$ cat src/rtl/dcache_wb_pkg.sv
// dcache_wb_pkg: shared definitions for the data-cache write-back engine.
//   wb_state_e      - engine FSM encoding
//   AXI_SIZE_4B     - AWSIZE for 32-bit beats
//   AXI_BURST_INCR  - AWBURST for incrementing bursts
//   WB_AXI_ID       - AXI ID used on AW and W
//   WSTRB_FULL      - all four byte lanes enabled
package dcache_wb_pkg;
  typedef enum logic [2:0] {
    S_IDLE    = 3'd0,
    S_CAPTURE = 3'd1,
    S_ADDR    = 3'd2,
    S_DATA    = 3'd3,
    S_RESP    = 3'd4
  } wb_state_e;

  localparam logic [2:0] AXI_SIZE_4B    = 3'b010;
  localparam logic [1:0] AXI_BURST_INCR = 2'b01;
  localparam logic [3:0] WB_AXI_ID      = 4'd1;
  localparam logic [3:0] WSTRB_FULL     = 4'hf;
endpackage

$ cat src/rtl/dcache_wb_if.sv
// dcache_wb_if: AXI write-channel bundle (AW, W, B) between the write-back
// engine and the bus bridge.
//   master - the write-back engine (drives AW/W, bready)
//   slave  - the bus bridge (drives awready, wready, B channel)
interface dcache_wb_if;
  logic [3:0]  awid;
  logic [31:0] awaddr;
  logic [7:0]  awlen;
  logic [2:0]  awsize;
  logic [1:0]  awburst;
  logic        awvalid;
  logic        awready;
  logic [3:0]  wid;
  logic [31:0] wdata;
  logic [3:0]  wstrb;
  logic        wlast;
  logic        wvalid;
  logic        wready;
  logic [3:0]  bid;
  logic [1:0]  bresp;
  logic        bvalid;
  logic        bready;

  modport master (
    output awid, awaddr, awlen, awsize, awburst, awvalid,
    input  awready,
    output wid, wdata, wstrb, wlast, wvalid,
    input  wready,
    input  bid, bresp, bvalid,
    output bready
  );

  modport slave (
    input  awid, awaddr, awlen, awsize, awburst, awvalid,
    output awready,
    input  wid, wdata, wstrb, wlast, wvalid,
    output wready,
    output bid, bresp, bvalid,
    input  bready
  );
endinterface

$ cat src/rtl/dcache_wb_buf.sv
// dcache_wb_buf: LINE_WORDS x 32 register line buffer.
//   clk          - clock
//   we/waddr/wdata - single write port
//   raddr/rdata  - combinational read port
// No reset: contents are always written before they are read.
module dcache_wb_buf #(
  parameter int LINE_WORDS = 8
) (
  input  logic                          clk,
  input  logic                          we,
  input  logic [$clog2(LINE_WORDS)-1:0] waddr,
  input  logic [31:0]                   wdata,
  input  logic [$clog2(LINE_WORDS)-1:0] raddr,
  output logic [31:0]                   rdata
);
  logic [LINE_WORDS-1:0][31:0] mem;

  always_ff @(posedge clk)
    if (we) mem[waddr] <= wdata;

  assign rdata = mem[raddr];
endmodule

$ cat src/rtl/dcache_wb.sv
// dcache_wb: data-cache write-back engine. Copies a dirty line out of the
// data RAM read port into a private buffer, then sends it as one AXI INCR
// write burst.
//   clk, rst        - clock, synchronous active-high reset
//   wb_req/wb_ready - write-back request handshake (wb_index, wb_addr)
//   wb_captured     - pulse: line copied, RAM slot may be refilled
//   wb_done         - pulse: write response received
//   wb_busy         - engine not idle
//   ram_raddr/ram_rdata - data RAM combinational read port
//   axi             - AXI AW/W/B channels (master side)
// Build option: DCACHE_WB_AW_W_OVERLAP_EN lets W beats start alongside AW.
module dcache_wb
  import dcache_wb_pkg::*;
#(
  parameter int LINE_WORDS = 8,
  parameter int RAM_AW     = 8
) (
  input  logic                                 clk,
  input  logic                                 rst,
  input  logic                                 wb_req,
  output logic                                 wb_ready,
  input  logic [RAM_AW-$clog2(LINE_WORDS)-1:0] wb_index,
  input  logic [31:0]                          wb_addr,
  output logic                                 wb_captured,
  output logic                                 wb_done,
  output logic                                 wb_busy,
  output logic [RAM_AW-1:0]                    ram_raddr,
  input  logic [31:0]                          ram_rdata,
  dcache_wb_if.master                          axi
);
  localparam int CW  = $clog2(LINE_WORDS);
  localparam int OFF = CW + 2;
  localparam int IW  = RAM_AW - CW;
  localparam logic [CW-1:0] LAST = CW'(LINE_WORDS - 1);

  wb_state_e   state;
  logic [CW-1:0] cnt;
  logic [IW-1:0] idx;
  logic [31:0] awaddr_q;
  logic [31:0] buf_rdata;
  logic        w_hs;
`ifdef DCACHE_WB_AW_W_OVERLAP_EN
  logic        w_ok;  // last W beat already accepted while still in ADDR
`endif

  // Line offset bits of wb_addr and the B channel ID/response carry no
  // information for this engine.
  logic unused_ok;
  assign unused_ok = ^{axi.bid, axi.bresp, wb_addr[OFF-1:0]};

  dcache_wb_buf #(.LINE_WORDS(LINE_WORDS)) u_buf (
    .clk   (clk),
    .we    (state == S_CAPTURE),
    .waddr (cnt),
    .wdata (ram_rdata),
    .raddr (cnt),
    .rdata (buf_rdata)
  );

  assign wb_ready  = (state == S_IDLE);
  assign wb_busy   = (state != S_IDLE);
  assign ram_raddr = (state == S_CAPTURE) ? {idx, cnt} : '0;

  assign axi.awid    = WB_AXI_ID;
  assign axi.awaddr  = awaddr_q;
  assign axi.awlen   = 8'(LINE_WORDS - 1);
  assign axi.awsize  = AXI_SIZE_4B;
  assign axi.awburst = AXI_BURST_INCR;
  assign axi.awvalid = (state == S_ADDR);
  assign axi.wid     = WB_AXI_ID;
  assign axi.wstrb   = WSTRB_FULL;
`ifdef DCACHE_WB_AW_W_OVERLAP_EN
  assign axi.wvalid  = (state == S_DATA) || ((state == S_ADDR) && !w_ok);
`else
  assign axi.wvalid  = (state == S_DATA);
`endif
  assign axi.wdata   = axi.wvalid ? buf_rdata : '0;
  assign axi.wlast   = axi.wvalid && (cnt == LAST);
  assign axi.bready  = (state == S_RESP);
  assign w_hs        = axi.wvalid && axi.wready;

  always_ff @(posedge clk) begin
    if (rst) begin
      state       <= S_IDLE;
      cnt         <= '0;
      idx         <= '0;
      awaddr_q    <= '0;
      wb_captured <= 1'b0;
      wb_done     <= 1'b0;
`ifdef DCACHE_WB_AW_W_OVERLAP_EN
      w_ok        <= 1'b0;
`endif
    end else begin
      wb_captured <= 1'b0;
      wb_done     <= 1'b0;
      case (state)
        S_IDLE: if (wb_req) begin
          idx      <= wb_index;
          awaddr_q <= {wb_addr[31:OFF], {OFF{1'b0}}};
          cnt      <= '0;
          state    <= S_CAPTURE;
        end
        // cnt wraps to 0 on the last capture cycle, ready for beat 0.
        S_CAPTURE: begin
          cnt <= cnt + 1'b1;
          if (cnt == LAST) begin
            state       <= S_ADDR;
            wb_captured <= 1'b1;
`ifdef DCACHE_WB_AW_W_OVERLAP_EN
            w_ok        <= 1'b0;
`endif
          end
        end
        S_ADDR: begin
`ifdef DCACHE_WB_AW_W_OVERLAP_EN
          if (w_hs) begin
            cnt <= cnt + 1'b1;
            if (cnt == LAST) w_ok <= 1'b1;
          end
          // RESP needs both the AW and the last W handshake, in either order.
          if (axi.awready)
            state <= (w_ok || (w_hs && cnt == LAST)) ? S_RESP : S_DATA;
`else
          if (axi.awready) begin
            cnt   <= '0;
            state <= S_DATA;
          end
`endif
        end
        S_DATA: if (w_hs) begin
          cnt <= cnt + 1'b1;
          if (cnt == LAST) state <= S_RESP;
        end
        S_RESP: if (axi.bvalid) begin
          state   <= S_IDLE;
          wb_done <= 1'b1;
        end
        default: state <= S_IDLE;
      endcase
    end
  end
endmodule
$ cat src/flat_wrapper.sv
// flat-port wrapper written by rule: the top's interface ports become plain ports
module dcache_wb_flat import dcache_wb_pkg::*;
#(
  parameter int LINE_WORDS = 8,
  parameter int RAM_AW     = 8
)
  (clk, rst, wb_req, wb_ready, wb_index, wb_addr, wb_captured, wb_done, wb_busy, ram_raddr, ram_rdata, axi_awid, axi_awaddr, axi_awlen, axi_awsize, axi_awburst, axi_awvalid, axi_awready, axi_wid, axi_wdata, axi_wstrb, axi_wlast, axi_wvalid, axi_wready, axi_bid, axi_bresp, axi_bvalid, axi_bready);
  dcache_wb_if axi_i ();
  input  logic clk;
  input  logic rst;
  input  logic wb_req;
  output logic wb_ready;
  input  logic [RAM_AW-$clog2(LINE_WORDS)-1:0] wb_index;
  input  logic [31:0] wb_addr;
  output logic wb_captured;
  output logic wb_done;
  output logic wb_busy;
  output logic [RAM_AW-1:0] ram_raddr;
  input  logic [31:0] ram_rdata;
  output wire logic [$bits(axi_i.awid)-1:0] axi_awid;
  output wire logic [$bits(axi_i.awaddr)-1:0] axi_awaddr;
  output wire logic [$bits(axi_i.awlen)-1:0] axi_awlen;
  output wire logic [$bits(axi_i.awsize)-1:0] axi_awsize;
  output wire logic [$bits(axi_i.awburst)-1:0] axi_awburst;
  output wire logic [$bits(axi_i.awvalid)-1:0] axi_awvalid;
  input wire logic [$bits(axi_i.awready)-1:0] axi_awready;
  output wire logic [$bits(axi_i.wid)-1:0] axi_wid;
  output wire logic [$bits(axi_i.wdata)-1:0] axi_wdata;
  output wire logic [$bits(axi_i.wstrb)-1:0] axi_wstrb;
  output wire logic [$bits(axi_i.wlast)-1:0] axi_wlast;
  output wire logic [$bits(axi_i.wvalid)-1:0] axi_wvalid;
  input wire logic [$bits(axi_i.wready)-1:0] axi_wready;
  input wire logic [$bits(axi_i.bid)-1:0] axi_bid;
  input wire logic [$bits(axi_i.bresp)-1:0] axi_bresp;
  input wire logic [$bits(axi_i.bvalid)-1:0] axi_bvalid;
  output wire logic [$bits(axi_i.bready)-1:0] axi_bready;
  assign axi_awid = axi_i.awid;
  assign axi_awaddr = axi_i.awaddr;
  assign axi_awlen = axi_i.awlen;
  assign axi_awsize = axi_i.awsize;
  assign axi_awburst = axi_i.awburst;
  assign axi_awvalid = axi_i.awvalid;
  assign axi_i.awready = axi_awready;
  assign axi_wid = axi_i.wid;
  assign axi_wdata = axi_i.wdata;
  assign axi_wstrb = axi_i.wstrb;
  assign axi_wlast = axi_i.wlast;
  assign axi_wvalid = axi_i.wvalid;
  assign axi_i.wready = axi_wready;
  assign axi_i.bid = axi_bid;
  assign axi_i.bresp = axi_bresp;
  assign axi_i.bvalid = axi_bvalid;
  assign axi_bready = axi_i.bready;
  dcache_wb #(.LINE_WORDS(LINE_WORDS), .RAM_AW(RAM_AW)) u_core (.clk(clk), .rst(rst), .wb_req(wb_req), .wb_ready(wb_ready), .wb_index(wb_index), .wb_addr(wb_addr), .wb_captured(wb_captured), .wb_done(wb_done), .wb_busy(wb_busy), .ram_raddr(ram_raddr), .ram_rdata(ram_rdata), .axi(axi_i));
endmodule
$ cat config.mk
export PLATFORM = sky130hd
export DESIGN_NAME = dcache_wb_flat
export DESIGN_NICKNAME = d
export VERILOG_FILES = /design/src/rtl/dcache_wb_pkg.sv /design/src/rtl/dcache_wb_if.sv /design/src/rtl/dcache_wb_buf.sv /design/src/rtl/dcache_wb.sv /design/src/flat_wrapper.sv
export SDC_FILE = /design/constraint.sdc
export NUM_CORES = 1
export LEC_CHECK = 0
export ABC_CLOCK_PERIOD_IN_PS = 4650
export CORE_ASPECT_RATIO = 0.8
export CORE_MARGIN = 1.5
export CORE_UTILIZATION = 48
export DETAILED_ROUTE_END_ITERATION = 8
export PLACE_DENSITY = 0.75
export SYNTH_ARGS = -nofsm -noshare
export SYNTH_HDL_FRONTEND = slang
export SYNTH_SLANG_ARGS = --single-unit
$ cat constraint.sdc
create_clock -name clk -period 4.65 [get_ports clk]
set_input_delay 0.6975 -clock clk [delete_from_list [all_inputs] [get_ports clk]]
set_output_delay 0.6975 -clock clk [all_outputs]
set_load 0.01 [all_outputs]
Yosys cells after proc, flatten, opt, wreduce, memory -nomap -nowiden
Cells that the tools add are included.
{ "totals": {"regBits": 296, "in_bits": 81, "out_inout_bits": 105} }
{ "classes": {"n_addsub": 1, "order_cmp": 2, "eq_ne": 11, "n_mux": 20, "bitwise": 2, "n_reduce_logical": 11} }
{ "ops": {"columns": ["operator", "count"], "rows": [
  ["256-bit bitwise mux", 1],
  ["32-bit binary-select mux with 3-bit select", 1],
  ["32-bit demux with 3-bit select", 1],
  ["32-bit two-way mux", 3],
  ["3-bit two-way mux", 9],
  ["3-bit one-hot mux with 5 select lines", 1],
  ["3-bit one-hot mux with 4 select lines", 1],
  ["8-bit two-way mux", 1],
  ["2-bit != test (second input constant)", 4],
  ["3-bit by 2-bit == test with 1-bit output (second input constant)", 2],
  ["3-bit == test (second input constant)", 2],
  ["6-bit AND reduction", 1],
  ["3-bit by 4-bit less-than comparator with 1-bit output (second input constant)", 1],
  ["2-bit by 1-bit != test with 1-bit output (second input constant)", 2],
  ["4-bit AND reduction", 1],
  ["4-bit nonzero test", 1],
  ["2-bit OR reduction", 2],
  ["3-bit by 1-bit adder with 3-bit output (second input constant)", 1],
  ["3-bit by 1-bit == test with 1-bit output (second input constant)", 1],
  ["3-bit by 1-bit greater-or-equal comparator with 1-bit output (second input constant)", 1],
  ["1-bit logical AND", 3],
  ["3-bit zero test", 1],
  ["3-bit nonzero test", 1],
  ["1-bit two-way mux", 2],
  ["2 further kinds", 3]
]} }

Depth between registers and ports, before layout
{ "depth": {"word_depth": 5, "ltp_mapped": 6, "ltp_nobuf": 4} }

Hierarchy
From an unflattened synthesis, not the netlist that was laid out.
{ "hier_totals": {"cells_unflattened": 647, "hier_area_um2": 11891.4} }
{ "by_module_without_submodules": {"columns": ["module", "instances", "cells_each", "area_per_inst_um2", "seq_area_each_um2"], "rows": [
  ["dcache_wb_buf", 1, 383, 9819.4, 7687.4],
  ["dcache_wb", 1, 264, 2072.0, 800.8]
]} }

Least setup slack after synthesis
No wires, ideal clock.
{ "synth_path": {"path_type": "register -> register", "start": "reg u_core.cnt[0] (netlist name)", "end": "reg u_core.u_buf.mem[0] (netlist name) (enable)", "setup_ps": 502, "t_arrival_ps": 3933, "required_time_ps": 4148, "path_slack_ps": 215, "path_stages_with_launch": 5, "path_buffers": 3, "cell_sequence": "dfxtp_1 buf_2 buf_4 buf_2 nor4_1"} }
{ "synth_rtl": {"columns": ["element", "line_no", "source"], "rows": [
  ["to (signal, indexed assignment)", "dcache_wb_buf.sv:19", "if (we) mem[waddr] <= wdata;"],
  ["to (decl)", "dcache_wb_buf.sv:16", "logic [LINE_WORDS-1:0][31:0] mem;"]
]} }

Final worst setup path
{ "layout_path": {"start": "reg u_core.cnt[1]", "end": "out axi_wdata[21]"} }
{ "layout_via": {"elab_chain_len": 3} }
{ "layout_lines": {"columns": ["element", "line_no", "source"], "rows": [
  ["from (decl)", "dcache_wb.sv:37", "logic [CW-1:0] cnt;"],
  ["from (signal assigned)", "dcache_wb.sv:105", "cnt <= cnt + 1'b1;"],
  ["from (signal assigned)", "dcache_wb.sv:131", "cnt <= cnt + 1'b1;"],
  ["32-bit binary-select mux with 3-bit select", "dcache_wb_buf.sv:21", "assign rdata = mem[raddr];"],
  ["32-bit two-way mux (not written as such)", "dcache_wb_buf.sv:21", null],
  ["32-bit two-way mux", "dcache_wb.sv:77", "assign axi.wdata = axi.wvalid ? buf_rdata : '0;"],
  ["to (decl)", "flat_wrapper.sv:28", "output wire logic [$bits(axi_i.wdata)-1:0] axi_wdata;"]
]} }
Every way passes these cells. The select of a mux whose other input is x is not followed.

==> impl_metrics.json <==
{
  "run_status": "finished, final reports clean",
  "yosysSeqAreaShare_pct": 72.19,
  "fin_nets": 988,
  "yosysMostFrequentCell": "edfxtp_1",
  "period_needed_ps": 3959,
  "grtUsageTotal_pct": 19.06,
  "power.density_nw_per_um2": 387.7,
  "postCtsSetupBuffers": 0,
  "die_h_um": 143.0,
  "synthArstFlopShare_pct": 0,
  "syn2layout_area_growth_pct": 21.87,
  "dpl_cell_area_um2": 13410,
  "pin_count": 186,
  "ys_warn_count": 0,
  "cts_resized": 0,
  "final_area_um2": 14330,
  "synth_top_flop_cell": "edfxtp_1",
  "critPathRequiredTime_ps": 3950,
  "cts_htree_levels": 1,
  "antenna_found_initial": 1,
  "cts_root_buffer": "clkbuf_16",
  "gp_congestion": 0.7212,
  "drcViolationCount": 0,
  "grt_pass1_vias": 6435,
  "final_antenna_net_count": 0,
  "die_x_um": 178.0,
  "clkTransAtPathRegs_ps": 60,
  "critPathKind": "flip-flop to output port",
  "hold_violations": 0,
  "crit_buf_inv": 2,
  "firstDrtPassIters": 5,
  "start_util_pct": 48.62,
  "worstHoldPathType": "flip-flop to flip-flop",
  "hpwl_um": 13710,
  "drv_cap": 0,
  "grt_max_degree": 82,
  "slew_headroom_pct": 47.79,
  "cp_slowest_cell": "dfxtp_1",
  "drtIter0Drc": 381,
  "die_area_um2": 25450,
  "cts_buffer_depth": 3,
  "p_leak_nw": 4.648,
  "finalSetupTns_ps": 0,
  "grt_setup_unrepaired": "false",
  "synth_common_cells": "edfxtp_1, mux2i_1, nand2_1",
  "syn_avg_cell_area_um2": 15.37,
  "hold_buffers": 0,
  "setup_violations": 0,
  "core_area_um2": 24180,
  "crit_chain": "nand2b_1, buf_4, o22ai_1, o21a_1, clkdlybuf4s50_1",
  "fp-row-count": 51,
  "synth_edf_count": 256,
  "wl_um": 24430,
  "grt-ovfl-total": 0,
  "syn_inst": 765,
  "wl_per_cell_um": 19.64,
  "vdd_drop_max_mv": 0.3521,
  "clock_latency_ps": 550,
  "drv_slew": 0,
  "ys_types": 38,
  "end_kind": "output port",
  "cp_top_family": "buffers and inverters",
  "grt_first_pass_wirelength_um": 36490,
  "crit_path_max_fanout": 20,
  "num_vias": 6669,
  "worstSetupStartpointType": "flip-flop",
  "worstMarginPinSlew_ps": 781.3,
  "drive_gt1_share_pct": 7.892,
  "fmax_ghz": 0.2526,
  "period_share_pct": 85.15,
  "portBuffers": 144,
  "arrival_ps": 3260,
  "r2r_slack_ps": 1650,
  "numClockSinks": 296,
  "synth.area.top_cells": "edfxtp_1, mux2i_1, dfxtp_1",
  "cts_buffers": 28,
  "clock_skew_ps": 21.20,
  "viasPerCell": 5.361,
  "synth_area_um2": 11760,
  "max_stage_delay_ps": 770,
  "yosysTopAreaCellShare_pct": 65.38,
  "ys_seq_elements": 296,
  "yosys.area.top_type": "edfxtp_1",
  "cts_tree": "built"
}
-- placed cells by master (no fill, tap or decap), types with 2 or more instances in the layout --
cell type	netlist	final
a21oi_1	34	34
inv_1	3	3
o22ai_1	63	63
conb_1	2	30
mux2i_1	125	125
bufinv_16	0	4
clkinv_2	0	5
buf_4	36	17
nand3_1	3	3
clkdlybuf4s50_1	0	144
o21a_1	31	31
and2_1	9	9
nand2_1	69	69
nor2b_1	4	4
nor3_2	0	4
clkbuf_1	17	5
dfxtp_1	40	39
a31oi_1	3	3
nand3b_1	3	3
clkinv_1	0	5
edfxtp_1	256	256
a211oi_1	2	2
ha_1	2	2
nor3b_1	4	4
clkbuf_16	0	28
mux2_2	3	3
nor2_4	0	3
nand2b_1	7	7
-- metal layers --
layer	track usage [%]	wire length (um)
met5	0	11
met4	4.113	340
met3	3.488	1588
met2	31.58	11860
met1	26.40	10630
-- flip-flops by register name, indices dropped and copies added, names as in the netlist --
| signal | cells |
|---|---|
| u_core.cnt | 3 |
| u_core.wb_done | 1 |
| u_core.idx | 5 |
| u_core.state | 3 |
| u_core.u_buf.mem | 256 |
| u_core.wb_captured | 1 |
| u_core.axi.awaddr | 27 |
-- cell type report --
| class | instances | area (um^2) |
|---|---|---|
| clock inverter | 17 | 192.7 |
| inverter | 3 | 11.26 |
| fill | 1823 | 9856 |
| tap | 318 | 397.9 |
| multi-input combinational | 414 | 2924 |
| sequential | 296 | 8492 |
| timing repair buffer | 162 | 1589 |
| antenna | 1 | 2.502 |
| clock buffer | 33 | 719.4 |
-- through the flow --
| step | power (mW) | setup slack (ps) | cells | util (%) | hold WS, ps |
|---|---|---|---|---|---|
| floorplan | 3.220 | 215.4 | 793 | - | 431.7 |
| CTS | 5.596 | 625.7 | 1243 | 59.24 | 453.1 |
| global route | 5.726 | 505.0 | 1243 | 59.24 | 472.8 |
| global placement | 3.339 | 1267 | 1193 | 55.47 | 439.7 |
| detailed placement | 3.350 | 1217 | 1193 | 55.47 | 442.2 |
| finish | 5.555 | 690.6 | 1244 | 59.25 | 449.4 |
-- cells by family (layout without fill, tap and decap cells) --
group                      count (synthesis)  count (layout)  share of synthesized area (%)
muxes                                    128             128                          10.93
adders and majority gates                  2               2                         0.2128
and+or+nand+nor                          117             117                          4.916
AOI/OAI and AO/OA                        137             137                          7.364
DFF                                      296             296                          72.19
other                                      2              31                        0.06387
buffers and inverters                     83             215                          4.320
-- worst reg2reg max path: stages (launching register included) --
cell and delay [ps]:
dfxtp_1 720, nor3b_2 540, nand2_1 350, nor2_4 720, buf_4 370
-- worst paths after layout --
| check | start | endpoint | depth (start not counted) |
|---|---|---|---|
| hold / removal | u_core.idx[1] | u_core.idx[1] | 2 |
| setup reg to reg | u_core.state[0] | u_core.u_buf.mem[97] | 4 |
| setup / recovery | u_core.cnt[1] | axi_wdata[21] | 5 |
| hold reg to reg | u_core.idx[1] | u_core.idx[1] | 2 |
-- report_power, final --
part	switching [mW]	total [mW]	internal [mW]	leakage [nW]
clock	0.938	2.26	1.32	0.442
sequential	0.0243	2.96	2.93	2.65
combinational	0.178	0.337	0.159	1.56
Note: power is estimated with default switching activity, not from simulation.
